$ cat config.mk
export PLATFORM = sky130hd
export DESIGN_NAME = mips_cpu_seq_ctrl
export DESIGN_NICKNAME = d
export VERILOG_FILES = /design/src/rtl/mips_cpu_seq_pkg.sv /design/src/rtl/mips_cpu_seq_lat_cnt.sv /design/src/rtl/mips_cpu_seq_ctrl.sv
export SDC_FILE = /design/constraint.sdc
export NUM_CORES = 1
export LEC_CHECK = 0
export BUFFER_PORTS_ARGS = -buffer_cell sky130_fd_sc_hd__buf_2
export CAP_MARGIN = 15
export CORE_MARGIN = 8
export CORE_UTILIZATION = 51
export DETAILED_ROUTE_END_ITERATION = 16
export PLACE_DENSITY = 0.83
export SYNTH_ARGS = -nofsm -noshare
export SYNTH_HDL_FRONTEND = slang
export SYNTH_SLANG_ARGS = --single-unit
$ cat constraint.sdc
create_clock -name clk -period 3 [get_ports clk]
set_input_delay 0.3 -clock clk [delete_from_list [all_inputs] [get_ports clk]]
set_output_delay 0.3 -clock clk [all_outputs]
set_load 0.02 [all_outputs]
$ cat src/rtl/mips_cpu_seq_pkg.sv
// Shared types and constants for the MIPS multi-cycle sequencer.
package mips_cpu_seq_pkg;

  typedef enum logic [2:0] {
    FETCH  = 3'd0,
    EXEC   = 3'd1,
    MEM    = 3'd2,
    MULDIV = 3'd3,
    HALTED = 3'd4
  } seq_state_t;

  localparam logic ADDR_SEL_PC  = 1'b0;
  localparam logic ADDR_SEL_ALU = 1'b1;
  localparam logic PC_SEL_INC   = 1'b0;
  localparam logic PC_SEL_TGT   = 1'b1;

  localparam int unsigned CNT_W = 6;

endpackage

$ cat src/rtl/mips_cpu_seq_lat_cnt.sv
// Loadable 6-bit down-counter that times the mult/div wait; saturates at zero.
module mips_cpu_seq_lat_cnt
  import mips_cpu_seq_pkg::*;
(
  input  logic             clk,
  input  logic             reset_n,
  input  logic             load,
  input  logic [CNT_W-1:0] value,
  output logic             zero
);

  logic [CNT_W-1:0] cnt_q, cnt_d;

  always_comb begin
    cnt_d = cnt_q;
    if (load) begin
      cnt_d = value;
    end else if (cnt_q != '0) begin
      cnt_d = cnt_q - 1'b1;
    end
  end

  always_ff @(posedge clk or negedge reset_n) begin
    if (!reset_n) begin
      cnt_q <= '0;
    end else begin
      cnt_q <= cnt_d;
    end
  end

  assign zero = (cnt_q == '0);

endmodule

$ cat src/rtl/mips_cpu_seq_ctrl.sv
// Multi-cycle MIPS sequencer: FETCH/EXEC/MEM/MULDIV/HALTED with delay-slot tracking.
// Optional macro MIPS_SEQ_MULT_FAST_EN gives MULT/MULTU the shorter MULT_LAT latency.
module mips_cpu_seq_ctrl
  import mips_cpu_seq_pkg::*;
#(
  parameter int unsigned MULDIV_LAT = 32,
  parameter int unsigned MULT_LAT   = 4
) (
  input  logic       clk,
  input  logic       reset_n,
  input  logic       waitrequest,
  input  logic       dec_load,
  input  logic       dec_store,
  input  logic       dec_muldiv,
  input  logic       dec_mult,
  input  logic       dec_regwrite,
  input  logic       branch_taken,
  input  logic       next_pc_zero,
  output logic       mem_read,
  output logic       mem_write,
  output logic       addr_sel,
  output logic       ir_en,
  output logic       pc_en,
  output logic       pc_sel,
  output logic       regwrite_en,
  output logic       spc_we,
  output logic       muldiv_start,
  output logic       active,
  output logic [2:0] state_o
);

  seq_state_t       state_q, state_d;
  logic             pend_q, pend_d;
  logic             commit;
  logic             cnt_load;
  logic             cnt_zero;
  logic [CNT_W-1:0] cnt_value;

`ifdef MIPS_SEQ_MULT_FAST_EN
  assign cnt_value = dec_mult ? CNT_W'(MULT_LAT - 1) : CNT_W'(MULDIV_LAT - 1);
`else
  logic unused_dec_mult;
  assign unused_dec_mult = dec_mult;
  assign cnt_value = CNT_W'(MULDIV_LAT - 1);
`endif

  mips_cpu_seq_lat_cnt u_lat_cnt (
    .clk     (clk),
    .reset_n (reset_n),
    .load    (cnt_load),
    .value   (cnt_value),
    .zero    (cnt_zero)
  );

  always_comb begin
    state_d      = state_q;
    pend_d       = pend_q;
    commit       = 1'b0;
    cnt_load     = 1'b0;
    mem_read     = 1'b0;
    mem_write    = 1'b0;
    addr_sel     = ADDR_SEL_PC;
    ir_en        = 1'b0;
    pc_en        = 1'b0;
    pc_sel       = PC_SEL_INC;
    regwrite_en  = 1'b0;
    spc_we       = 1'b0;
    muldiv_start = 1'b0;

    case (state_q)
      FETCH: begin
        mem_read = 1'b1;
        if (!waitrequest) begin
          ir_en   = 1'b1;
          state_d = EXEC;
        end
      end
      EXEC: begin
        if (dec_load || dec_store) begin
          state_d = MEM;
        end else if (dec_muldiv) begin
          muldiv_start = 1'b1;
          cnt_load     = 1'b1;
          state_d      = MULDIV;
        end else begin
          regwrite_en = dec_regwrite;
          commit      = 1'b1;
        end
      end
      MEM: begin
        addr_sel  = ADDR_SEL_ALU;
        mem_read  = dec_load;
        // Load wins if the decoder ever flags both, keeping read/write exclusive.
        mem_write = dec_store & ~dec_load;
        if (!waitrequest) begin
          regwrite_en = dec_load;
          commit      = 1'b1;
        end
      end
      MULDIV: begin
        if (cnt_zero) begin
          spc_we = 1'b1;
          commit = 1'b1;
        end
      end
      HALTED: ;
      default: state_d = FETCH;
    endcase

    if (commit) begin
      pc_en   = 1'b1;
      pc_sel  = pend_q ? PC_SEL_TGT : PC_SEL_INC;
      state_d = next_pc_zero ? HALTED : FETCH;
      // A branch sitting in a delay slot never arms a new pending target.
      pend_d  = (state_q == EXEC) && branch_taken && !pend_q;
    end
  end

  always_ff @(posedge clk or negedge reset_n) begin
    if (!reset_n) begin
      state_q <= FETCH;
      pend_q  <= 1'b0;
    end else begin
      state_q <= state_d;
      pend_q  <= pend_d;
    end
  end

  assign active  = (state_q != HALTED);
  assign state_o = state_q;

endmodule

== Word level (Yosys, flattened, before mapping) ==
Cells that the tools add are included.

* Bits in registers: 10
* Bits in latches: 0
* Memory bits (writable): 0
* Bits in read-only memories: 0
* Memories kept: 0

* $add $sub $neg: 1
* Multiply operators: 0
* Div/mod/pow operators: 0
* Order comparisons: 0
* Eq/ne operators: 8
* Shift operators: 0
* Mux-type cells: 28
* Bitwise logic cells: 2
* Reductions and logical operators: 10

{| class="wikitable"
|+ Operator list
! operator !! count
|-
| 1-bit two-way mux || 17
|-
| 3-bit two-way mux || 5
|-
| 6-bit two-way mux || 2
|-
| 3-bit one-hot mux with 3 select lines || 1
|-
| 3-bit by 2-bit equality test with 1-bit output, second input constant || 2
|-
| 6-bit zero test || 1
|-
| 3-bit != test, second input constant || 2
|-
| 6-bit nonzero test || 1
|-
| 6-bit by 1-bit subtractor with 6-bit output, second input constant || 1
|-
| 4-bit != test, second input constant || 1
|-
| 1-bit one-hot mux with 2 select lines || 2
|-
| 3-bit by 1-bit equality test with 1-bit output, second input constant || 1
|-
| 3-bit equality test, second input constant || 1
|-
| 3-bit zero test || 1
|-
| 1-bit one-hot mux with 3 select lines || 1
|-
| 3-bit AND reduction || 1
|-
| 3-bit OR reduction || 1
|-
| 1-bit logical AND || 2
|-
| 2-bit by 1-bit != test with 1-bit output, second input constant || 1
|-
| 2-bit nonzero test || 1
|-
| 1-bit AND || 1
|-
| 1-bit zero test || 1
|-
| 1-bit logical OR || 1
|-
| 1-bit NOT || 1
|}

== Depth between registers and ports, before layout ==
* Depth after elaboration: 5
* Depth in mapped cells: 5
* Mapped depth without buffers: 5

== Modules after synthesis ==
Synthesis repeated with hierarchy kept, for this count alone.

* Cell total of the unflattened synthesis: 80
* Area total of the unflattened synthesis: 753.2 sq um

{| class="wikitable"
|+ Modules (own cells, without submodules)
! module !! instances !! cells each !! area each (sq um)
|-
| mips_cpu_seq_lat_cnt || 1 || 40 || 400.4
|-
| mips_cpu_seq_ctrl || 1 || 40 || 352.8
|}

== Worst setup path after synthesis ==
Ideal clock, no wire load.

* Path type: register to output
* Start point: register state_q[1] (netlist: state_o[1])
* End point: output mem_write
* Arrival: 1.790 ns
* Required time: 2.700 ns
* Setup slack: 0.910 ns
* Stages on the path, launching flop included: 5
* Cell sequence: dfrtp_1 > clkbuf_1 > inv_1 > nor3_1 > and3_1

* Word-level cells in the longest chain between the ends: 2

{| class="wikitable"
|+ RTL lines
! element !! line !! text
|-
| from (decl) || mips_cpu_seq_ctrl.sv:32 || <nowiki>seq_state_t state_q, state_d;</nowiki>
|-
| from (signal assigned) || mips_cpu_seq_ctrl.sv:124 || <nowiki>state_q <= state_d;</nowiki>
|-
| 3-bit by 2-bit equality test with 1-bit output || mips_cpu_seq_ctrl.sv:70 || <nowiki>case (state_q)</nowiki>
|-
| 1-bit two-way mux || mips_cpu_seq_ctrl.sv:70 ||
|-
| to (decl) || mips_cpu_seq_ctrl.sv:20 || <nowiki>output logic mem_write,</nowiki>
|}

No other way between the ends.

== Worst setup path in the final report ==
* Start point: register state_q[0] (netlist: state_o[0])
* End point: output pc_sel

* Word-level cells in the longest chain between the ends: 3
* Elaborated cells on any way between the ends: 5
* Classes of those cells: eq/ne: 3; mux: 2

{| class="wikitable"
|+ RTL lines
! element !! line !! text
|-
| 3-bit by 2-bit equality test with 1-bit output / 3-bit by 1-bit equality test with 1-bit output (equally long branches) || mips_cpu_seq_ctrl.sv:70 ||
|-
| 1-bit one-hot mux with 3 select lines * || mips_cpu_seq_ctrl.sv:70 ||
|-
| 1-bit two-way mux * || mips_cpu_seq_ctrl.sv:110 || <nowiki>if (commit) begin</nowiki>
|-
| to (decl) || mips_cpu_seq_ctrl.sv:24 || <nowiki>output logic pc_sel,</nowiki>
|}

Every way passes the cells marked *; elsewhere a longest branch is shown, timed or not.

==> qor.txt <==
FF+latch count, synth = 10
global route overflow = 0
final hold viol count = 0
Die Outline Area = 2770 µm²
RSZ-0062 raised after global routing = no
CP Max Fanout = 14
Clock Tree Root = clkbuf_4
Diodes inserted = 0
Hold WC Path Type = in2reg
CP endpoint kind = output port
Tmin final = 2.34 ns
starting density of the core = 53.3%
Routed Antenna Nets = 0
CTS resizes = 0
Max Slew Vio Count = 0
most common cell in the netlist = dfrtp_1
Post-Synth XOR/XNOR Area = 0%
DRC violations left = 0
pin count of the biggest net entering global routing = 19
crit share post-route = 77.9%
share of the synthesized area in the top cell type = 36.6%
Die H = 52.6 µm
1st-iter DRT viols = 34
Cell Area, Synth = 684 µm²
largest family of logic cells by synthesized area = simple AND/OR/NAND/NOR gates
Clock Skews = 0.00342 ns
vias per cell = 6.01
Pwr Density = 987 nW/µm²
share of post-route cells with drive strength above 1 = 30.4%
Die X = 52.6 µm
Setup TNS = 0 ns
ys async rst share = 100%
nets = 115
Synth Instances = 78
Post-Place Setup Slack = 0.953 ns
Crit-path slowest cell = dfrtp_1
post-synthesis sequential area ratio = 36.6%
status = finished, final reports clean
H-tree levels = 1
Unique masters post-synth = 36
post-synth top area cell = dfrtp_1
final setup fails = 0
leakage = 0.413 nW
clk_lat worst skew = 0.26 ns
Clock Path Buffers = 2
Commonest cells post-synth = dfrtp_1, inv_1, nor2_1, nor3_1, o21ai_0
I/O pin cnt = 23
Post-synth EDFFs = 0
f_max = 428 MHz
row cnt = 13
post-synthesis compound-gate area fraction = 27.1%
CP cell instances = or4b_4, or3_4, a21boi_1, buf_2
Max Cap Viol = 0
synth warn = 0
VDD IR max = 0.439 mV
Most used DFF post-synth = dfrtp_1
fillers = 109
CP Class = reg2out
core area = 1280 µm²
drt pass-1 iters = 4
post-synthesis mux area share = 0%
CTS Buf Count = 3
Avg WL per Cell = 15.3 µm
routability cong. = 0.785
final WL = 1.79 mm
initial antenna violation count = 0
first-pass GRT wire length = 2.97 mm
CTS tree = done
R2R setup slack = 1.29 ns
Syn Nets = 90
vias in the first global route = 683
Mean Syn Cell Area = 8.77 µm²
detailed placement HPWL = 1.37 mm
Max-slew headroom = 68.4%
Critical Path Source Type = flip-flop
Layout Area Growth over Synthesis = 24.9%
via count = 703
Synth area leaders = dfrtp_1, nor3_1, ha_1
slowest stage delay, CP = 0.56 ns
Clock Sinks = 10
GRT Util Overall = 13.9%
Reg clk slew, reported paths = 0.07 ns
setup ws final = 0.663 ns
Worst Path Required = 2.70 ns
PortBufs = 21
Final Core Density = 66.5%
adder-cell share of the synthesized area = 3.66%
CP arrival = 2.04 ns
worst-margin pin slew = 0.474 ns
simple-gate share of the synthesized area = 27.2%
-- final cells by class --
class	count	area [µm²]	area share, %
clock buffers	4	36.3	4.25
inverters	6	22.5	2.64
repair buffers	24	130	15.2
multi-input cells	58	397	46.4
flip-flops and latches	10	250	29.3
well taps	15	18.8	2.20
-- routing by layer --
metal	vias to the layer above	global-route usage, %	part of all wire (%)	wire (µm)
li1	348	-	-	-
met1	324	19.0	48	867
met2	29	19.6	44	785
met3	2	3.98	5.8	104
met4	0	6.03	1.8	33
met5	-	0	0	0
-- path summary, 6_finish.rpt --
path | to | cells after the start | start
min in group asynchronous | u_lat_cnt.cnt_q[2] | 2 | reset_n
max in group asynchronous | state_o[2] | 2 | reset_n
hold / removal | pend_q | 3 | branch_taken
setup reg to reg | pend_q | 3 | state_o[0]
setup / recovery | pc_sel | 4 | state_o[0]
hold reg to reg | u_lat_cnt.cnt_q[2] | 1 | u_lat_cnt.cnt_q[2]
-- placed cells by master, fill, tap and decap left out, drive strengths merged --
cell         Yosys  layout
a41o             1       1
nand3b           1       1
o31ai            3       3
dfrtp           10      10
o211ai           3       3
buf              1      23
or3              3       3
a22o             1       1
a21boi           3       3
o21ai            4       4
inv              6       6
nand3            1       1
a211oi           2       2
a2111oi          1       1
a41oi            1       1
or4b             1       1
clkbuf           3       4
dlygate4sd3      0       1
nor2             6       6
a21oi            2       2
nor4             1       1
nand2b           2       2
nand4            2       2
nor3             6       6
a31oi            1       1
nor4b            1       1
a311o            1       1
and4             1       1
and3             1       1
a22oi            1       1
nor2b            2       2
o22ai            1       1
or3b             1       1
ha               2       2
nand2            2       2
-- logic make-up after synthesis --
| logic type | count (synthesis) |
|---|---|
| and+or+nand+nor | 31 |
| AOI/OAI and AO/OA | 25 |
| buffers and inverters | 10 |
| DFF | 10 |
| adders and majority gates | 2 |
-- what timing repair did --
item	4_1_cts	5_1_grt
hold endpoints to repair	10	0
hold buffers	1	0
buffers inserted	0	0
-- critical path, delay by kind of cell (launching register included) --
family / cells / cell delay, ns
and+or+nand+nor: 2 / 0.90
DFF: 1 / 0.56
buffers and inverters: 1 / 0.18
AOI/OAI and AO/OA: 1 / 0.13
-- sequential cells by signal, summed over array words and instances (netlist names) --
register         count
pend_q               1
state_o              3
u_lat_cnt.cnt_q      6
-- per-stage QoR --
stage	cell area [µm²]	power, mW	hold WS [ns]	instances
finish	855	0.844	0.324	117
global route	855	0.916	0.337	117
CTS	855	0.841	0.320	117
detailed placement	808	0.718	0.172	112
global placement	808	0.697	0.169	112
floorplan	684	0.586	0.00441	78
-- power by group --
part	leakage, nW	total, mW	switching, mW	internal [mW]
clock network	0.0210	0.121	0.0470	0.0737
logic	0.267	0.431	0.252	0.179
registers	0.125	0.292	0.0984	0.193
Note: power is estimated with default switching activity, not from simulation.
